## src/rtl/ahb_apb_pkg.sv

```systemverilog
// rtl/ahb_apb_pkg.sv - AHB/APB encodings, bridge state enum and slave-index width helper
package ahb_apb_pkg;

  typedef enum logic [1:0] {
    HTRANS_IDLE   = 2'b00,
    HTRANS_BUSY   = 2'b01,
    HTRANS_NONSEQ = 2'b10,
    HTRANS_SEQ    = 2'b11
  } htrans_t;

  typedef enum logic [1:0] {
    HRESP_OKAY  = 2'b00,
    HRESP_ERROR = 2'b01
  } hresp_t;

  typedef enum logic [2:0] {
    ST_IDLE,
    ST_WLATCH,
    ST_SETUP,
    ST_ACCESS,
    ST_DONE,
    ST_ERR1,
    ST_ERR2
  } state_t;

  // A single slave still needs a one-bit index field.
  function automatic int sel_width(input int num_slaves);
    return (num_slaves <= 2) ? 1 : $clog2(num_slaves);
  endfunction

endpackage

```

## src/rtl/apb_slave_mux.sv

```systemverilog
// rtl/apb_slave_mux.sv - selects PRDATA/PREADY/PSLVERR of the addressed APB slave
module apb_slave_mux #(
  parameter int NUM_SLAVES = 4,
  parameter int DATA_W     = 32,
  parameter int SEL_W      = 2
) (
  input  logic [SEL_W-1:0]             sel,
  input  logic [NUM_SLAVES*DATA_W-1:0] prdata,
  input  logic [NUM_SLAVES-1:0]        pready,
  input  logic [NUM_SLAVES-1:0]        pslverr,
  output logic [DATA_W-1:0]            rdata,
  output logic                         ready,
  output logic                         slverr
);

  always_comb begin
    rdata  = '0;
    ready  = 1'b0;
    slverr = 1'b0;
    for (int i = 0; i < NUM_SLAVES; i++) begin
      if (sel == SEL_W'(i)) begin
        rdata  = prdata[i*DATA_W +: DATA_W];
        ready  = pready[i];
        slverr = pslverr[i];
      end
    end
  end

endmodule

```

## src/rtl/ahb_apb_bridge_param.sv

```systemverilog
// rtl/ahb_apb_bridge_param.sv - AHB-Lite to APB3 bridge, NUM_SLAVES decoded PSELs; BRIDGE_TIMEOUT_EN adds ACCESS timeout
module ahb_apb_bridge_param
  import ahb_apb_pkg::*;
#(
  parameter int ADDR_W     = 32,
  parameter int DATA_W     = 32,
  parameter int NUM_SLAVES = 4,
  parameter int SEL_LSB    = 12,
  parameter int TIMEOUT    = 16
) (
  input  logic                         HCLK,
  input  logic                         HRESET,
  input  logic                         HSEL,
  input  logic                         HREADY,
  input  logic [1:0]                   HTRANS,
  input  logic [ADDR_W-1:0]            HADDR,
  input  logic                         HWRITE,
  input  logic [2:0]                   HSIZE,
  input  logic [DATA_W-1:0]            HWDATA,
  output logic [DATA_W-1:0]            HRDATA,
  output logic                         HREADYOUT,
  output logic [1:0]                   HRESP,
  output logic [ADDR_W-1:0]            PADDR,
  output logic [NUM_SLAVES-1:0]        PSEL,
  output logic                         PENABLE,
  output logic                         PWRITE,
  output logic [DATA_W-1:0]            PWDATA,
  input  logic [NUM_SLAVES*DATA_W-1:0] PRDATA,
  input  logic [NUM_SLAVES-1:0]        PREADY,
  input  logic [NUM_SLAVES-1:0]        PSLVERR
);

  localparam int SEL_W    = sel_width(NUM_SLAVES);
  localparam int MAX_SIZE = $clog2(DATA_W / 8);

  if (DATA_W != 32 && DATA_W != 64) begin : g_chk_data_w
    $error("ahb_apb_bridge_param: DATA_W must be 32 or 64");
  end
  if (NUM_SLAVES < 1 || NUM_SLAVES > 16) begin : g_chk_num_slaves
    $error("ahb_apb_bridge_param: NUM_SLAVES must be 1..16");
  end
  if (TIMEOUT < 1) begin : g_chk_timeout
    $error("ahb_apb_bridge_param: TIMEOUT must be at least 1");
  end

  state_t                  state, state_d;
  logic [SEL_W-1:0]        idx_q, idx_d;
  logic [SEL_W-1:0]        req_idx;
  logic                    accept, req_err, load, timed_out;
  logic                    mux_ready, mux_slverr;
  logic [DATA_W-1:0]       mux_rdata;
  logic                    hreadyout_d, penable_d;
  logic [1:0]              hresp_d;
  logic [NUM_SLAVES-1:0]   psel_d;

  assign accept  = HSEL && HREADY && (HTRANS == HTRANS_NONSEQ || HTRANS == HTRANS_SEQ);
  assign req_idx = HADDR[SEL_LSB +: SEL_W];
  assign req_err = (int'(req_idx) >= NUM_SLAVES) || (int'(HSIZE) > MAX_SIZE);
  assign load    = accept && !req_err &&
                   (state == ST_IDLE || state == ST_DONE || state == ST_ERR2);

  apb_slave_mux #(
    .NUM_SLAVES (NUM_SLAVES),
    .DATA_W     (DATA_W),
    .SEL_W      (SEL_W)
  ) u_mux (
    .sel     (idx_q),
    .prdata  (PRDATA),
    .pready  (PREADY),
    .pslverr (PSLVERR),
    .rdata   (mux_rdata),
    .ready   (mux_ready),
    .slverr  (mux_slverr)
  );

`ifdef BRIDGE_TIMEOUT_EN
  localparam int CNT_W = $clog2(TIMEOUT + 1);
  logic [CNT_W-1:0] to_cnt;

  assign timed_out = (to_cnt == CNT_W'(TIMEOUT - 1));

  always_ff @(posedge HCLK or posedge HRESET) begin
    if (HRESET)
      to_cnt <= '0;
    else if (state_d == ST_SETUP)
      to_cnt <= '0;
    else if (state == ST_ACCESS && !mux_ready)
      to_cnt <= to_cnt + 1'b1;
  end
`else
  assign timed_out = 1'b0;
`endif

  // Outputs are computed from the next state so every port comes straight from a flop.
  always_ff @(posedge HCLK or posedge HRESET) begin
    if (HRESET) begin
      state     <= ST_IDLE;
      idx_q     <= '0;
      HREADYOUT <= 1'b1;
      HRESP     <= HRESP_OKAY;
      PSEL      <= '0;
      PENABLE   <= 1'b0;
      PADDR     <= '0;
      PWRITE    <= 1'b0;
      PWDATA    <= '0;
      HRDATA    <= '0;
    end else begin
      state     <= state_d;
      idx_q     <= idx_d;
      HREADYOUT <= hreadyout_d;
      HRESP     <= hresp_d;
      PSEL      <= psel_d;
      PENABLE   <= penable_d;
      if (load) begin
        PADDR  <= HADDR;
        PWRITE <= HWRITE;
      end
      if (state == ST_WLATCH)
        PWDATA <= HWDATA;
      if (state == ST_ACCESS && mux_ready && !PWRITE)
        HRDATA <= mux_rdata;
    end
  end

  always_comb begin
    state_d = state;
    case (state)
      ST_IDLE, ST_DONE, ST_ERR2: begin
        if (accept)
          state_d = req_err ? ST_ERR1 : (HWRITE ? ST_WLATCH : ST_SETUP);
        else
          state_d = ST_IDLE;
      end
      ST_WLATCH: state_d = ST_SETUP;
      ST_SETUP:  state_d = ST_ACCESS;
      ST_ACCESS: begin
        if (mux_ready)
          state_d = mux_slverr ? ST_ERR1 : ST_DONE;
        else if (timed_out)
          state_d = ST_ERR1;
      end
      ST_ERR1:   state_d = ST_ERR2;
      default:   state_d = ST_IDLE;
    endcase
  end

  always_comb begin
    idx_d       = load ? req_idx : idx_q;
    hreadyout_d = (state_d == ST_IDLE) || (state_d == ST_DONE) || (state_d == ST_ERR2);
    hresp_d     = (state_d == ST_ERR1 || state_d == ST_ERR2) ? HRESP_ERROR : HRESP_OKAY;
    psel_d      = '0;
    if (state_d == ST_SETUP || state_d == ST_ACCESS)
      psel_d = NUM_SLAVES'(1) << idx_d;
    penable_d   = (state_d == ST_ACCESS);
  end

endmodule

```

## config.mk

```make
export PLATFORM = sky130hd
export DESIGN_NAME = ahb_apb_bridge_param
export DESIGN_NICKNAME = d
export VERILOG_FILES = /design/src/rtl/ahb_apb_pkg.sv /design/src/rtl/apb_slave_mux.sv /design/src/rtl/ahb_apb_bridge_param.sv
export SDC_FILE = /design/constraint.sdc
export NUM_CORES = 1
export LEC_CHECK = 0
export BUFFER_PORTS_ARGS = -buffer_cell sky130_fd_sc_hd__buf_4
export CAP_MARGIN = 5
export CELL_PAD_IN_SITES_DETAIL_PLACEMENT = 2
export CELL_PAD_IN_SITES_GLOBAL_PLACEMENT = 2
export CORE_MARGIN = 2
export CORE_UTILIZATION = 29
export CTS_CLUSTER_DIAMETER = 60
export DETAILED_ROUTE_END_ITERATION = 6
export PLACE_DENSITY_LB_ADDON = 0.15
export RECOVER_POWER = 50
export SETUP_SLACK_MARGIN = 0.3
export SLEW_MARGIN = 5
export SYNTH_ARGS = -nofsm -noshare
export SYNTH_HDL_FRONTEND = slang
export SYNTH_SLANG_ARGS = --single-unit
```

## constraint.sdc

```tcl
create_clock -name HCLK -period 5.1 [get_ports HCLK]
set_clock_uncertainty 0.1 [all_clocks]
set_input_delay 0.51 -clock HCLK [delete_from_list [all_inputs] [get_ports HCLK]]
set_output_delay 0.51 -clock HCLK [all_outputs]
set_load 0.01 [all_outputs]
```

Word level (Yosys, flattened, before mapping)

Index checks and enable logic that the tools add are counted.

Output and inout bits: 105
Logic and storage cells: 68
Input port bits: 210
Flip-flop bits (word level): 110

Order comparisons: 1
Mux-type cells: 21
Reduce and logical (&&, ||, !) cells: 19
Equal/unequal tests: 16
Shifts and indexed selects: 1

Operator list:

| cell                                               | number |
|---|---|
| two-way mux 32 bit                                 | 4 |
| == test 3 bit, second input constant               | 6 |
| one-hot mux 3 bit (5 select lines)                 | 1 |
| == test 3 x 2 -> 1 bit, second input constant      | 4 |
| two-way mux 1 bit                                  | 10 |
| two-way mux 3 bit                                  | 3 |
| == test 2 bit, second input constant               | 4 |
| logical OR 1 bit                                   | 7 |
| logical AND 1 bit                                  | 6 |
| logical NOT 3 bit                                  | 2 |
| two-way mux 2 bit                                  | 2 |
| two-way mux 4 bit                                  | 1 |
| left shift 1 x 2 -> 4 bit, first input constant    | 1 |
| == test 3 x 1 -> 1 bit, second input constant      | 1 |
| > comparator 3 x 2 -> 1 bit, second input constant | 1 |
| OR reduction 3 bit                                 | 1 |
| == test 2 x 1 -> 1 bit, second input constant      | 1 |
| logical NOT 1 bit                                  | 2 |
| logical NOT 2 bit                                  | 1 |

Depth between registers and ports, before layout

Depth after elaboration: 11
Mapped depth: 7
Gate-level depth less buffers: 5

Cells and area by module

From an unflattened synthesis, not the netlist that was laid out.

Cells, all modules: 300
Area total of the unflattened synthesis: 5038.6 µm²

Modules (own cells, without submodules):

| module               | times used | seq. area each (µm²) | cells each | area an instance (µm²) |
|---|---|---|---|---|
| ahb_apb_bridge_param | 1          | 2728.9               | 258        | 4167.7 |
| apb_slave_mux        | 1          | 0.0                  | 42         | 870.8 |

Worst setup path after synthesis

No wires, ideal clock.

Path kind: register to register
Start: register idx_q[0]
End: register HRDATA[0]
Setup time: 0.125 ns
Slack: 3.042 ns
Clock period less this slack: 2.058 ns
Stages on the path, launching flop included: 8
Data arrival time: 1.833 ns
Data required time: 4.875 ns
Buffers on the path: 3
Cells stage by stage: dfrtp_1 buf_6 mux4_2 nand2_2 or3_1 buf_6 buf_12 mux2_4

Cells in the longest elaborated chain, start to end: 7
Elaborated cells between the ends (all ways): 14
Those cells by class: 3 x eq/ne; 8 x mux; 3 x reduce/logical

Ends and longest elaborated chain:

| what                            | RTL line                    | RTL |
|---|---|---|
| start, declared                 | ahb_apb_bridge_param.sv:47  | `logic [SEL_W-1:0] idx_q, idx_d;` |
| start signal, assigned          | ahb_apb_bridge_param.sv:109 | `idx_q <= idx_d;` |
| logical NOT 2 bit               | apb_slave_mux.sv:21         | `if (sel == SEL_W'(i)) begin` |
| two-way mux 1 bit (4 in series) | apb_slave_mux.sv:21         |  |
| logical AND 1 bit (2 in series) | ahb_apb_bridge_param.sv:120 | `if (state == ST_ACCESS && mux_ready && !PWRITE)` |
| end signal, assigned            | ahb_apb_bridge_param.sv:121 | `HRDATA <= mux_rdata;` |
| end, declared                   | ahb_apb_bridge_param.sv:20  | `output logic [DATA_W-1:0] HRDATA,` |

Parallel ways exist; a longest one is shown, timed or not.
A chain may end at the register's enable or synchronous reset.

==> impl_metrics.csv <==
group,metric,value,unit
detailed_routing,drtPass1Iterations,4,
floorplanning,fp.coreArea,17400,sq um
synthesis,syn_inst,300,
grt,gr-usage-met3,7.38,%
setup_path,cp_data_arrival_time,2.66,ns
finish,fin_area,7650,sq um
grt,antenna_found_initial,0,
outcome,status,"finished, violations left",
synthesis,syn_area,5210,sq um
setup_path,path_cells,"clkbuf_4 > clkinvlp_2",
sta,setup_tns,0,ns
sta,hold_viol,0,
setup_path,critPathTopFamily,"buffers and inverters",
worst_hold_path,min_to,"PADDR[7]$_DFFE_PP0P_",
sta,finalMaxSlewViolations,82,
floorplanning,die_x,138,microns
detailed_routing,routed_wl,16800,microns
synthesis,seq_area_frac_synth,52.4,%
synthesis,synth_seq_cells,109,
setup_path,start_kind,"primary input",
floorplanning,start_util,29.9,%
finish,fillers,1818,
setup_path,critPathMaxFanout,81,
setup_path,required,4.64,ns
setup_path,path_buf_inv,2,
grt,grt_max_degree,82,
synthesis,ys_warn_count,0,
worst_hold_path,hold_start,"HADDR[7]",
finish,final-seq-area,2730,sq um
floorplanning,die_area,19000,sq um
power,leakage,3.63,nW
grt,grt_overflow,0,
worst_hold_path,hp-class,"in2reg",
detailed_routing,dr_total_vias,3934,
synthesis,yosysUniqueCellTypes,36,
grt,top_usage_layer,"met2",
sta,timing.slew.headroom,-140,%
sta,post-route-min-period,3.13,ns
detailed_routing,wl_per_cell,20.0,microns
setup_path,r2r-start,"state[0]$_DFF_PP0_",
cts,clock_sinks,109,
finish,multi_input_area,2260,sq um
finish,finalNetCount,819,
sta,period_share,61.3,%
setup_path,slowest_delay,2.00,ns
floorplanning,die_h,138,microns
finish,synthToLayoutAreaGrowth,47.0,%
detailed_routing,viasPerCell,4.69,
cts,path_clk_slew,0.08,ns
grt,grt_use_met2,32.3,%
finish,antenna_cells,0,
outcome,failed_checks,"capacitance limit, slew limit",
place,portBuffers,312,
cts,post_cts_buffers,0,
job,drv_cap,1,
floorplanning,ios,315,
cts,cts_buffers,9,
synthesis,avgSynthCellArea,17.4,sq um
synthesis,ys.flop_type,"dfrtp_1",
sta,final-setup-viol-count,0,
cts,htreeDepth,3,
synthesis,synth_nets,510,
place,placedInstanceArea,7680,sq um
detailed_routing,drc,0,
cts,cts_resized,0,
setup_path,r2r_cells,6,
sta,rsz0062_at_grt,"false",
grt,met1_usage,18.5,%
place,hpwl,13500,microns
grt,grt_pass1_wl,25000,microns
finish,drive_gt1_share,60.6,%
sta,fmax,320,MHz
detailed_routing,drt_iter0_drc,83,
setup_path,rrSetupSlack,2.30,ns
detailed_routing,ant_nets,0,
synthesis,synthArstFlopShare,100,%
grt,first_global_vias,4535,
power,ir_drop,0.205,mV
power,pwr_density_cell,560,nW/um^2
place,place.gp.congestion,0.719,
cts,cts_tree,"done",
floorplanning,rows,48,
sta,worst_pin_slew,3.58,ns
cts,cts_hold_buf,0,
setup_path,worstSetupEndpointType,"asynchronous set/reset pin",
synthesis,synth-edff-count,0,
cts,root_buffer,"clkbuf_16",
grt,grtUsageTotal,17.6,%
cts,clock_path_buffers,2,
setup_path,worstSetupPathType,"in2async",
setup_path,critPathSlowestCell,"clkinvlp_2",
setup_path,r2r_end,"PSEL[2]$_DFF_PP0_",
cts,clk_latency,0.34,ns
worst_hold_path,holdPathStages,2,
-- final cells by class --
type	instances	area share, %
inverters	6	0.311
clock inverters	6	0.621
well taps	225	3.68
multi-input cells	166	29.5
clock buffers	10	2.99
repair buffers	317	27.2
flip-flops and latches	109	35.7
-- power by group --
part	leakage, nW	total (mW)	internal (mW)	switching (mW)
Combinational	2.17	2.07	1.11	0.955
Clock	0.133	0.657	0.335	0.322
Sequential	1.33	1.56	1.31	0.249
Total	3.63	4.28	2.76	1.53
-- placed cells by master, fill, tap and decap left out, types with 2 or more instances in the layout --
cell / instances
o21ai_0: 4
dfrtp_1: 107
mux2_4: 30
clkbuf_1: 81
mux2_2: 66
clkinv_4: 3
mux4_1: 18
mux4_2: 16
a21oi_1: 3
mux2i_1: 2
nor3_1: 2
nor2_1: 3
clkbuf_16: 9
buf_4: 236
inv_1: 5
nand2_1: 4
-- synth_stat cells (all sizes together) (2+ instances only) --
cell    instances  area share (%)
a21oi           3            0.29
inv             6            0.43
mux2i           2            0.38
nand2           5            0.41
buf            12             2.7
nor3            3            0.38
dfrtp         108              52
mux4           34              16
o21ai           4            0.38
clkbuf          7             1.3
mux2           96              23
nor2            4            0.29
-- worst max path at each step --
stage / endpoint / cells past startpoint / slack [ns] / start
floorplan: HRDATA[0]$_DFFE_PP0P_ / 1 / 1.62 / HRESET
global placement: PSEL[2]$_DFF_PP0_ / 7 / 2.31 / HTRANS[1]
detailed placement: PSEL[2]$_DFF_PP0_ / 7 / 2.19 / HTRANS[1]
CTS: PSEL[2]$_DFF_PP0_ / 6 / 2.20 / state[0]$_DFF_PP0_
global route: idx_q[0]$_DFF_PP0_ / 2 / 1.33 / HRESET
finish: idx_q[0]$_DFF_PP0_ / 2 / 1.97 / HRESET
-- kinds of logic (layout without fill, tap and decap cells) --
family	count (synthesis)	after routing	share of synthesized area (%)
other cells	1	1	0.0720
simple gates	21	21	2.33
compound gates	12	12	1.49
mux	132	132	39.3
buf+inv	25	339	4.37
flops	109	109	52.4
-- registers in the layout (all words and copies together) (netlist names) --
| register | cells |
|---|---|
| PENABLE | 1 |
| PWRITE | 1 |
| PADDR | 32 |
| HRDATA | 32 |
| state | 3 |
| HREADYOUT | 1 |
| HRESP | 1 |
| PWDATA | 32 |
| idx_q | 2 |
| PSEL | 4 |
-- through the flow --
step                setup WS [ns]  std cells  utilization [%]  power, mW  hold slack (ns)
detailed placement           2.19        823             44.1       3.96            0.398
global route                 1.33        839             43.9       4.60            0.274
finish                       1.97        839             43.9       4.28            0.287
CTS                          2.20        839             45.7       4.64            0.274
floorplan                    1.62        300                -       2.91            0.420
global placement             2.31        823             44.1       3.85            0.390
-- per-layer routing --
| layer | vias to the layer above | wire length, microns |
|---|---|---|
| li1 | 1759 | - |
| met1 | 1970 | 5860 |
| met2 | 190 | 8870 |
| met3 | 15 | 1780 |
| met4 | 0 | 248 |
| met5 | - | 0 |
Power figures use the tool's default switching activity.
